File: src/rtl/pipe_stage_stall_ctrl.sv
`default_nettype none
// ============================================================================
// Module      : pipe_stage_stall_ctrl
// Description : Stall/valid controller for one pipeline-register boundary.
//               Merges stall sources into load/valid controls, with flush,
//               saturating perf counters and a freeze watchdog.
// Revision    : 1.0 - initial release
// ============================================================================
module pipe_stage_stall_ctrl #(
    parameter int                   NUM_SRC     = 8,
    parameter logic [NUM_SRC-1:0]   FREEZE_MASK = 8'hF0,
    parameter int                   CNT_W       = 16,
    parameter int                   WDOG_LIMIT  = 64,
    localparam int                  SRC_W       = $clog2(NUM_SRC)
) (
    input  logic               clk,
    input  logic               rst_n,
    input  logic [NUM_SRC-1:0] src_stall,
    input  logic               valid_in,
    input  logic               flush,
    input  logic               perf_clr,
    input  logic               wdog_clr,
    output logic               load_out,
    output logic               valid_next,
    output logic               valid_q,
    output logic [SRC_W-1:0]   stall_src,
    output logic               stall_any,
    output logic [CNT_W-1:0]   stall_cycles,
    output logic [CNT_W-1:0]   bubble_cycles,
    output logic               wdog_err
);

    localparam logic [CNT_W-1:0] c_cnt_max = {CNT_W{1'b1}};

    logic w_frz;
    logic w_bub;
    logic w_stall_inc;
    logic w_bub_inc;

    assign w_frz       = |(src_stall & FREEZE_MASK);
    assign w_bub       = |(src_stall & ~FREEZE_MASK);
    assign w_stall_inc = w_frz & ~flush;
    assign w_bub_inc   = w_bub & ~w_frz & ~flush;

    assign load_out   = flush | ~w_frz;
    assign valid_next = valid_in & ~flush & ~w_frz & ~w_bub;
    assign stall_any  = |src_stall;

    // Scan from the top so the lowest-numbered active source ends up winning.
    always_comb begin
        stall_src = '0;
        for (int i = NUM_SRC - 1; i >= 0; i--) begin
            if (src_stall[i]) begin
                stall_src = SRC_W'(i);
            end
        end
    end

    always_ff @(posedge clk or negedge rst_n) begin
        if (!rst_n) begin
            valid_q <= 1'b0;
        end else if (load_out) begin
            valid_q <= valid_next;
        end
    end

    always_ff @(posedge clk or negedge rst_n) begin
        if (!rst_n) begin
            stall_cycles  <= '0;
            bubble_cycles <= '0;
        end else if (perf_clr) begin
            stall_cycles  <= '0;
            bubble_cycles <= '0;
        end else begin
            if (w_stall_inc && (stall_cycles != c_cnt_max)) begin
                stall_cycles <= stall_cycles + 1'b1;
            end
            if (w_bub_inc && (bubble_cycles != c_cnt_max)) begin
                bubble_cycles <= bubble_cycles + 1'b1;
            end
        end
    end

    generate
        if (WDOG_LIMIT > 0) begin : g_wdog
            localparam int              WD_W       = $clog2(WDOG_LIMIT + 1);
            localparam logic [WD_W-1:0] c_wd_limit = WD_W'(WDOG_LIMIT);
            localparam logic [WD_W-1:0] c_wd_pre   = WD_W'(WDOG_LIMIT - 1);

            logic [WD_W-1:0] r_run;
            logic            r_err;
            logic            w_set;

            assign w_set = w_stall_inc && (r_run == c_wd_pre);

            // A set in the same cycle as a clear takes precedence, including the run count.
            always_ff @(posedge clk or negedge rst_n) begin
                if (!rst_n) begin
                    r_run <= '0;
                    r_err <= 1'b0;
                end else begin
                    if (wdog_clr && !w_set) begin
                        r_run <= '0;
                    end else if (w_stall_inc) begin
                        if (r_run != c_wd_limit) begin
                            r_run <= r_run + 1'b1;
                        end
                    end else begin
                        r_run <= '0;
                    end

                    if (w_set) begin
                        r_err <= 1'b1;
                    end else if (wdog_clr) begin
                        r_err <= 1'b0;
                    end
                end
            end

            assign wdog_err = r_err;
        end else begin : g_no_wdog
            assign wdog_err = 1'b0;
        end
    endgenerate

endmodule
`default_nettype wire

File: config.mk
export PLATFORM = sky130hd
export DESIGN_NAME = pipe_stage_stall_ctrl
export DESIGN_NICKNAME = d
export VERILOG_FILES = /design/src/rtl/pipe_stage_stall_ctrl.sv
export SDC_FILE = /design/constraint.sdc
export NUM_CORES = 1
export LEC_CHECK = 0
export ABC_AREA = 1
export CAP_MARGIN = 20
export CELL_PAD_IN_SITES_DETAIL_PLACEMENT = 1
export CELL_PAD_IN_SITES_GLOBAL_PLACEMENT = 1
export CORE_MARGIN = 2
export CORE_UTILIZATION = 37
export CTS_BUF_LIST = sky130_fd_sc_hd__clkbuf_16
export DETAILED_ROUTE_END_ITERATION = 8
export GPL_ROUTABILITY_DRIVEN = 0
export PLACE_DENSITY = 0.8
export SYNTH_ARGS = -nofsm -noshare
export SYNTH_HDL_FRONTEND = slang
export SYNTH_SLANG_ARGS = --single-unit
File: constraint.sdc
create_clock -name clk -period 2 [get_ports clk]
set_input_delay 0.4 -clock clk [delete_from_list [all_inputs] [get_ports clk]]
set_output_delay 0.4 -clock clk [all_outputs]
set_load 0.01 [all_outputs]
==> results of run 1 <==
## flip-flops by register name, indices dropped and copies added (netlist names)
name,count
valid_q,1
stall_cycles,16
bubble_cycles,16
g_wdog.r_run,7
wdog_err,1
## cell families (layout without fill, tap and decap cells)
group,count (synthesis),after routing
simple gates,243,244
flops,41,41
buf+inv,41,111
compound gates,19,19
xor+xnor,13,13
fa+ha+maj,4,4
## area by class of cell
class | instances | area (µm²) | share of cell area [%]
multi-input cells | 280 | 1450 | 41.0
flip-flops and latches | 41 | 1030 | 29.1
repair buffers | 68 | 643 | 18.2
inverters | 35 | 131 | 3.72
clock buffers | 5 | 125 | 3.54
well taps | 96 | 120 | 3.40
clock inverters | 3 | 37.5 | 1.06
## per-stage QoR
stage / worst slack (ns) / hold WS [ns] / std cells / TNS, ns / power [µW]
3_3_place_gp: -0.368 / 0.478 / 517 / -1.54 / 1030
3_5_place_dp: -0.439 / 0.480 / 517 / -2.61 / 1030
5_1_grt: 0.00535 / 0.241 / 528 / 0 / 2000
4_1_cts: 0.00440 / 0.216 / 526 / 0 / 1960
2_1_floorplan: 0.429 / 0.104 / 361 / 0 / 931
6_report: 0.0787 / 0.163 / 528 / 0 / 1940
## placed cells by master (no fill, tap or decap), types with 4 or more instances in the layout
cell / netlist / routed
ha_1: 4 / 4
o21bai_1: 6 / 6
buf_2: 1 / 5
dlymetal6s2s_1: 0 / 5
nand3_1: 22 / 22
nor2_4: 6 / 7
clkdlybuf4s50_1: 0 / 41
nand2_1: 130 / 130
o21ai_0: 6 / 4
inv_1: 33 / 30
nor2_8: 4 / 4
nand4_1: 28 / 28
dfrtp_1: 41 / 40
nor2_1: 42 / 40
clkbuf_16: 0 / 5
buf_4: 1 / 14
inv_2: 2 / 6
xor2_1: 10 / 10
## routing by layer
metal / GRT usage [%] / up-vias / part of all wire [%] / routed length (µm)
met5: 0 / - / 0 / 0
met4: 3.99 / 0 / 0.96 / 76
met3: 3.17 / 8 / 2.6 / 205
met2: 41.9 / 41 / 53 / 4190
met1: 26.3 / 1312 / 43 / 3430
li1: - / 1299 / - / -
## what timing repair did
item,in CTS,in global routing
endpoints found under the setup margin,6,22
buffers inserted,1,1
gates resized for setup,22,13
cloned,0,1
pin swaps,1,6
## worst reg2reg max path: stages (launching register included)
cell and delay [ns]:
dfrtp_1 0.42, ha_1 0.22, nand2_1 0.11, nor2_4 0.15
nand2_2 0.12, nor2_4 0.17, nor2_4 0.04, buf_4 0.16
nor2_4 0.22, nand2_1 0.08, nand2_1 0.08
## worst paths after layout
path / slack (ns) / from / end / cells past startpoint
worst max-delay path: 0.08 / src_stall[5] / stall_any / 5
worst min-delay path: 0.16 / rst_n / wdog_err / 2
worst max register to register: 0.15 / bubble_cycles[0] / bubble_cycles[3] / 10
worst min register to register: 0.49 / valid_q / valid_q / 2
max in group asynchronous: 1.41 / rst_n / bubble_cycles[1] / 2
min in group clk: 0.49 / valid_q / valid_q / 2
## report_power, final
part | leakage (µW) | switching [µW] | total, µW | internal [µW]
clock | 0.0000826 | 344 | 924 | 581
sequential | 0.000569 | 7.80 | 843 | 835
combinational | 0.00104 | 102 | 174 | 71.3
==> impl_metrics.tcl, run 1 <==
set metrics [dict create \
    synthCells 361 \
    rsz0062_at_grt "false" \
    layout-drive-gt1-share_pct 12.7 \
    die_w_um 88.4 \
    seq_area_frac_synth_pct 39.0 \
    criticalPathCategory "input port to primary output" \
    max_stage_delay_ns 0.43 \
    relSlewSlack_pct 44.9 \
    power_density_nw_per_um2 549 \
    synth_edf_count 0 \
    holdCritPathClass "input port to asynchronous set/reset pin" \
    clkLatencyLatePin_ns 0.29 \
    end_kind "primary output" \
    fillers 870 \
    first_iter_violations 90 \
    crit_fanout 3 \
    grt_overflow 0 \
    place.port_buffers 53 \
    syn_nets 379 \
    final_hold_viol_count 0 \
    fin_skew_ns 0.00438 \
    fin_crit_ns 1.92 \
    root_buffer "clkbuf_16" \
    wl_per_cell_um 15.0 \
    fin_util_pct 51.8 \
    avgSynthCellArea_um2 7.29 \
    synthMuxAreaShare_pct 0 \
    nNetsFinal 449 \
    synth-simple-area-share_pct 43.5 \
    vdd_drop_max_v 0.000320 \
    core_um2 6830 \
    cts_made_buffers 5 \
    vias 2660 \
    async_flop_share_pct 100 \
    fin_area_um2 3540 \
    leakage_uw 0.00169 \
    synth_largest_area_cell "dfrtp_1" \
    outcome "finished, final reports clean" \
    crit_slowest_cell "clkdlybuf4s50_1" \
    yosysWarningCount 0 \
    die_area_um2 7810 \
    startpoint_type "input port" \
    synthToLayoutAreaGrowth_pct 34.3 \
    synth_fa_ha_area_share_pct 1.90 \
    cpLargestDelayFamily "buffers and inverters" \
    rows 30 \
    synth.top_cells.by_area "dfrtp_1 39%, nand2_1 19%, nand4_1 6.7%, nor2_1 6.0%, inv_1 4.7%" \
    cts_tree "yes" \
    post-dp-hpwl_mm 5.53 \
    cts.hold.buffers_added 0 \
    wl_mm 7.90 \
    cp_cell_sequence "clkdlybuf4s50_1 > nor2_2 > nand2_1 > or2_4 > clkdlybuf4s15_2" \
    synth_compound_area_share_pct 4.71 \
    path_buf_inv 2 \
    final_max_slew_viol_count 0 \
    timing.fmax_ghz 0.520 \
    cp_data_arrival_time_ns 1.52 \
    fp.dieH_um 88.4 \
    start_util_pct 38.5 \
    placed_cell_area_um2 3350 \
    post-synth-top-area-fraction_pct 39.0 \
    yosys-top-cells-count "130 x nand2_1, 42 x nor2_1, 41 x dfrtp_1" \
    synth.distinct_cells 27 \
    synth_top_family_by_area "simple AND/OR/NAND/NOR gates" \
    ioPinCount 54 \
    synth_xor_area_share_pct 4.33 \
    antenna_found_initial 0 \
    ys_ff_latch 41 \
    setup_viol 0 \
    cap_viol_max_count 0 \
    grt_usage_pct 22.0 \
    synthFlopType "dfrtp_1" \
    clk_pin_slew_ns 0.06 \
    drc 0 \
    grt_pass1_vias 2829 \
    drt_first_pass_iters 4 \
    diodes 0 \
    ant_nets 0 \
    syn_area_um2 2630 \
    required_ns 1.60 \
    timing.final.crit_share_pct 96.1 \
    grt_pass1_wl_mm 13.5 \
    cts_num_sinks 41 \
    worst_pin_slew_ns 0.826 \
    synth.most_common_cell "nand2_1" \
    clockBufferDepth 2 \
    grt_max_degree 42 \
    vias_per_cell 5.04 \
    htreeDepth 2 \
]
Power figures use the tool's default switching activity.
==> inputs of run 2 (changes only) <==
- CORE_UTILIZATION: 37 -> 33
- MAX_ROUTING_LAYER: default -> met4
- PLACE_DENSITY: 0.8 -> 0.76
- clock period: 2 -> 1.7 ns (I/O delays scaled with it)
==> run 2 against run 1 <==
First-iteration DRC count up 4.4%. Combinational power up 26%. Critical path depth down 3. Via count up 5.2%. Worst setup slack worse by 0.059 ns. Die area up 12%. Utilization down 3.5 points. Register-to-register slack worse by 0.05 ns. Global-route usage down 1.7 points. Non-clock buffer count up 22. Critical endpoint is now bubble_cycles[4]. Largest cell class unchanged. Largest power group is now sequential cells. Highest routed layer unchanged.
==> impl_metrics.tcl, run 2 (synthesized netlist as in run 1, its figures left out) <==
set metrics [dict create \
    grt_pass1_vias 2933 \
    cts_tree "yes" \
    grt_max_degree 42 \
    outcome "finished, final reports clean" \
    post-dp-hpwl_mm 5.94 \
    hold_slack_ns 0.0169 \
    relSlewSlack_pct 75.5 \
    grt_pass1_wl_mm 13.8 \
    leakage_uw 0.00186 \
    power_density_nw_per_um2 583 \
    die_area_um2 8710 \
    drt_first_pass_iters 4 \
    cts_num_sinks 41 \
    rows 32 \
    mostFrequentLayoutCell "nand2_1" \
    power.switching_uw 559 \
    comb_power_share_pct 10.1 \
    holdCritPathClass "input port to asynchronous set/reset pin" \
    root_buffer "clkbuf_16" \
    layout_common_cells "130 x nand2_1, 41 x nor2_1, 35 x dfrtp_1" \
    reg.largest.list "bubble_cycles x16, stall_cycles x16, g_wdog.r_run x7" \
    crit_slowest_cell "clkdlybuf4s50_1" \
    vias 2799 \
    grt_usage_pct 20.3 \
    cts_made_buffers 5 \
    setup_viol 0 \
    end_kind "primary output" \
    ant_nets 0 \
    clockBufferDepth 2 \
    clock_power_share_pct 44.4 \
    cp_cell_sequence "buf_4 > clkdlybuf4s50_1" \
    antenna_found_initial 0 \
    dp.cells 544 \
    final_cells 557 \
    cp_data_arrival_time_ns 1.34 \
    seqPwrFrac_pct 45.5 \
    final_hold_viol_count 0 \
    synthToLayoutAreaGrowth_pct 41.7 \
    layout-drive-gt1-share_pct 17.8 \
    place.port_buffers 53 \
    worst_pin_slew_ns 0.366 \
    fin_skew_ns 0.00803 \
    core_um2 7730 \
    required_ns 1.36 \
    swShare_pct 25.7 \
    clkLatencyLatePin_ns 0.29 \
    timing.fmax_ghz 0.595 \
    htreeDepth 2 \
    start_util_pct 34.1 \
    fp.dieH_um 93.3 \
    criticalPathCategory "flip-flop to primary output" \
    wl_mm 8.26 \
    vias_per_cell 5.03 \
    timing.final.crit_share_pct 98.9 \
    ioPinCount 54 \
    drc 0 \
    startpoint_type "flip-flop" \
    max_stage_delay_ns 0.53 \
    cts.hold.buffers_added 0 \
    wl_per_cell_um 14.8 \
    fin_crit_ns 1.68 \
    first_iter_violations 94 \
    grt_overflow 0 \
    die_w_um 93.3 \
    diodes 0 \
    internal_power_uw 1610 \
    clk_pin_slew_ns 0.07 \
    final_max_slew_viol_count 0 \
    crit_fanout 5 \
    cap_viol_max_count 0 \
    nNetsFinal 472 \
    vdd_drop_max_v 0.000338 \
]
## run 2: cell types whose count changed in the layout (fill, tap and decap cells not counted), sizes merged
cell / delta
clkbuf: +1
bufinv: -1
clkinv: +2
dlygate4sd2: +7
inv: -1
nor2: +1
clkdlybuf4s15: -1
dlymetal6s2s: +1
clkdlybuf4s50: -8
buf: +22
## run 2: power groups by stage
stage	logic [µW]	clock network [µW]	registers, µW
floorplan	84.3	0	1010
global placement	214	0	1010
detailed placement	220	0	1010
CTS	215	970	990
global route	242	1010	990
finish	220	964	989
## run 2: final timing paths
| kind | startpoint | to | slack [ns] | depth (start not counted) |
|---|---|---|---|---|
| max reg2reg | bubble_cycles[0] | bubble_cycles[2] | 0.10 | 10 |
| min in group clk | valid_q | valid_q | 0.51 | 2 |
| min reg2reg | valid_q | valid_q | 0.51 | 2 |
| max | bubble_cycles[4] | bubble_cycles[4] | 0.02 | 2 |
| min | rst_n | wdog_err | 0.02 | 2 |
| max in group asynchronous | rst_n | bubble_cycles[12] | 1.46 | 2 |
## run 2: layout make-up
cell class / count / area (µm²)
inverters: 35 / 131
flip-flops and latches: 41 / 1030
well taps: 102 / 128
clock inverters: 3 / 17.5
repair buffers: 90 / 827
multi-input cells: 281 / 1470
clock buffers: 5 / 125
fillers: 954 / 4000
## run 2: repair_timing
action | CTS | global route
setup endpoints to repair | 12 | 51
cloned | 0 | 2
setup buffers | 1 | 2
pin swaps | 5 | 8
resized for setup | 31 | 14
## run 2: critical path: cells and delay by family (launching register included)
family	cells	cell delay, ns
buffers and inverters	2	0.68
DFF	1	0.37
## run 2: metal layers
layer  GRT usage [%]  part of all wire [%]
met4            4.78                   1.1
met5               -                     0
met3            3.30                   3.2
met2            35.3                    51
met1            24.7                    45
## run 2: stage by stage
stage	setup TNS [ns]	setup WS (ns)	utilization [%]	power [µW]	instance area (µm²)
finish	0	0.0195	48.3	2170	3730
global route	-0.0262	-0.0162	48.3	2240	3730
CTS	-0.0837	-0.0837	47.6	2170	3670
detailed placement	-11.81	-0.606	45.8	1230	3540
global placement	-8.35	-0.539	45.8	1220	3540
floorplan	0	0.129	-	1090	2630
==> inputs of run 3 (changes only) <==
- CORE_UTILIZATION: 33 -> 37
- PLACE_DENSITY: 0.76 -> 0.8
- SKIP_CTS_REPAIR_TIMING: default -> 1
- clock period: 1.7 -> 1.89 ns (I/O delays scaled with it)
==> run 3 against run 2 <==
First-iteration DRC count fell by 12%. Non-clock buffer count down 15. Critical path depth is 4 higher. Worst setup slack worse by 0.014 ns. Count of clock-buffer cells in the layout unchanged. Sequential cell count stayed put. Clock skew decreased by 0.0025 ns. Critical endpoint is now valid_next. Largest power group unchanged.
==> impl_metrics.tcl, run 3 (synthesized netlist as in run 1, its figures left out) <==
set metrics [dict create \
    grt_pass1_vias 2811 \
    ioPinCount 54 \
    clockBufferDepth 2 \
    drt_first_pass_iters 4 \
    antenna_found_initial 0 \
    worst_pin_slew_ns 0.554 \
    grt_overflow 0 \
    crit_fanout 3 \
    cp_data_arrival_time_ns 1.51 \
    setup_viol 0 \
    layout-drive-gt1-share_pct 13.0 \
    startpoint_type "input port" \
    fin_crit_ns 1.88 \
    nNetsFinal 456 \
    layout_common_cells "130 x nand2_1, 43 x clkdlybuf4s50_1, 41 x nor2_1" \
    criticalPathCategory "input port to primary output" \
    holdCritPathClass "input port to asynchronous set/reset pin" \
    synthToLayoutAreaGrowth_pct 35.2 \
    vias_per_cell 5.07 \
    end_kind "primary output" \
    drc 0 \
    start_util_pct 38.5 \
    final_max_slew_viol_count 0 \
    cts_num_sinks 41 \
    timing.rr.end "bubble_cycles[7]" \
    place.port_buffers 53 \
    leakage_uw 0.00170 \
    grt_pass1_wl_mm 13.1 \
    fillers 881 \
    setup_tns_ns 0 \
    clkLatencyLatePin_ns 0.28 \
    diodes 0 \
    wl_mm 7.69 \
    timing.final.crit_share_pct 99.7 \
    required_ns 1.51 \
    die_w_um 88.4 \
    rsz0062_at_grt "true" \
    power_density_nw_per_um2 533 \
    fin_util_pct 52.1 \
    fin_area_um2 3560 \
    clk_pin_slew_ns 0.06 \
    mostFrequentLayoutCell "nand2_1" \
    cts_made_buffers 5 \
    fp.dieH_um 88.4 \
    die_area_um2 7810 \
    grt_usage_pct 21.7 \
    rr_startpoint "bubble_cycles[0]" \
    cap_viol_max_count 0 \
    timing.fmax_ghz 0.531 \
    dp_slack_ns -0.484 \
    rows 30 \
    setup_slack_ns 0.00501 \
    reg.largest.list "bubble_cycles x16, stall_cycles x16, g_wdog.r_run x7" \
    relSlewSlack_pct 63.1 \
    wl_per_cell_um 14.4 \
    ant_nets 0 \
    outcome "finished, final reports clean" \
    r2r_slack_ns 0.10 \
    vdd_drop_max_v 0.000336 \
    post-dp-hpwl_mm 5.47 \
    fin_skew_ns 0.00551 \
    grt_max_degree 42 \
    root_buffer "clkbuf_16" \
    placed_cell_area_um2 3400 \
    p_total_uw 1900 \
    first_iter_violations 83 \
    vias 2705 \
    final_hold_viol_count 0 \
    core_um2 6830 \
    htreeDepth 2 \
    cts_tree "yes" \
    reg2reg_depth 10 \
]
[run 3: cell count changes in the layout (fill, tap and decap cells not counted), moves of 2 or more]
cell	change
inv_1	+2
buf_4	-13
dfrtp_2	-5
dfrtp_1	+5
clkbuf_2	+2
buf_12	-2
buf_2	-2
clkdlybuf4s50_1	+10
dlygate4sd2_1	-8
[run 3: area by class of cell]
class / instances / area, µm² / area share [%]
inverters: 35 / 131 / 3.69
clock inverters: 2 / 7.51 / 0.211
multi-input cells: 280 / 1450 / 40.8
flip-flops and latches: 41 / 1030 / 28.9
clock buffers: 5 / 125 / 3.52
well taps: 96 / 120 / 3.38
repair buffers: 75 / 696 / 19.5
[run 3: how the worst max path moves through the flow]
stage | start | endpoint | cells after the start
global placement | src_stall[5] | valid_next | 6
global route | src_stall[7] | stall_src[0] | 7
detailed placement | src_stall[5] | valid_next | 6
floorplan | bubble_cycles[0] | bubble_cycles[2] | 9
CTS | src_stall[5] | valid_next | 6
finish | src_stall[5] | valid_next | 6
[run 3: worst max-delay path, stage by stage]
cell and delay (ns):
clkdlybuf4s50_1 0.45, nor2_2 0.12, nand2_1 0.08, or2_4 0.25
nor2_1 0.08, clkbuf_2 0.14
[run 3: power breakdown]
group	internal [µW]	switching, µW
Clock	473	342
Combinational	81.1	108
Sequential	884	7.95
[run 3: through the flow]
step,cells,hold slack [ns]
global placement,524,0.484
finish,534,0.171
floorplan,361,0.0824
global route,534,0.222
CTS,531,0.193
detailed placement,524,0.479
[run 3: metal layers]
layer / GRT usage (%) / routed length, µm / vias up
li1: - / - / 1315
met1: 26.2 / 3440 / 1332
met2: 38.6 / 3930 / 51
met3: 3.82 / 257 / 7
met4: 3.58 / 61 / 0
met5: - / 0 / -
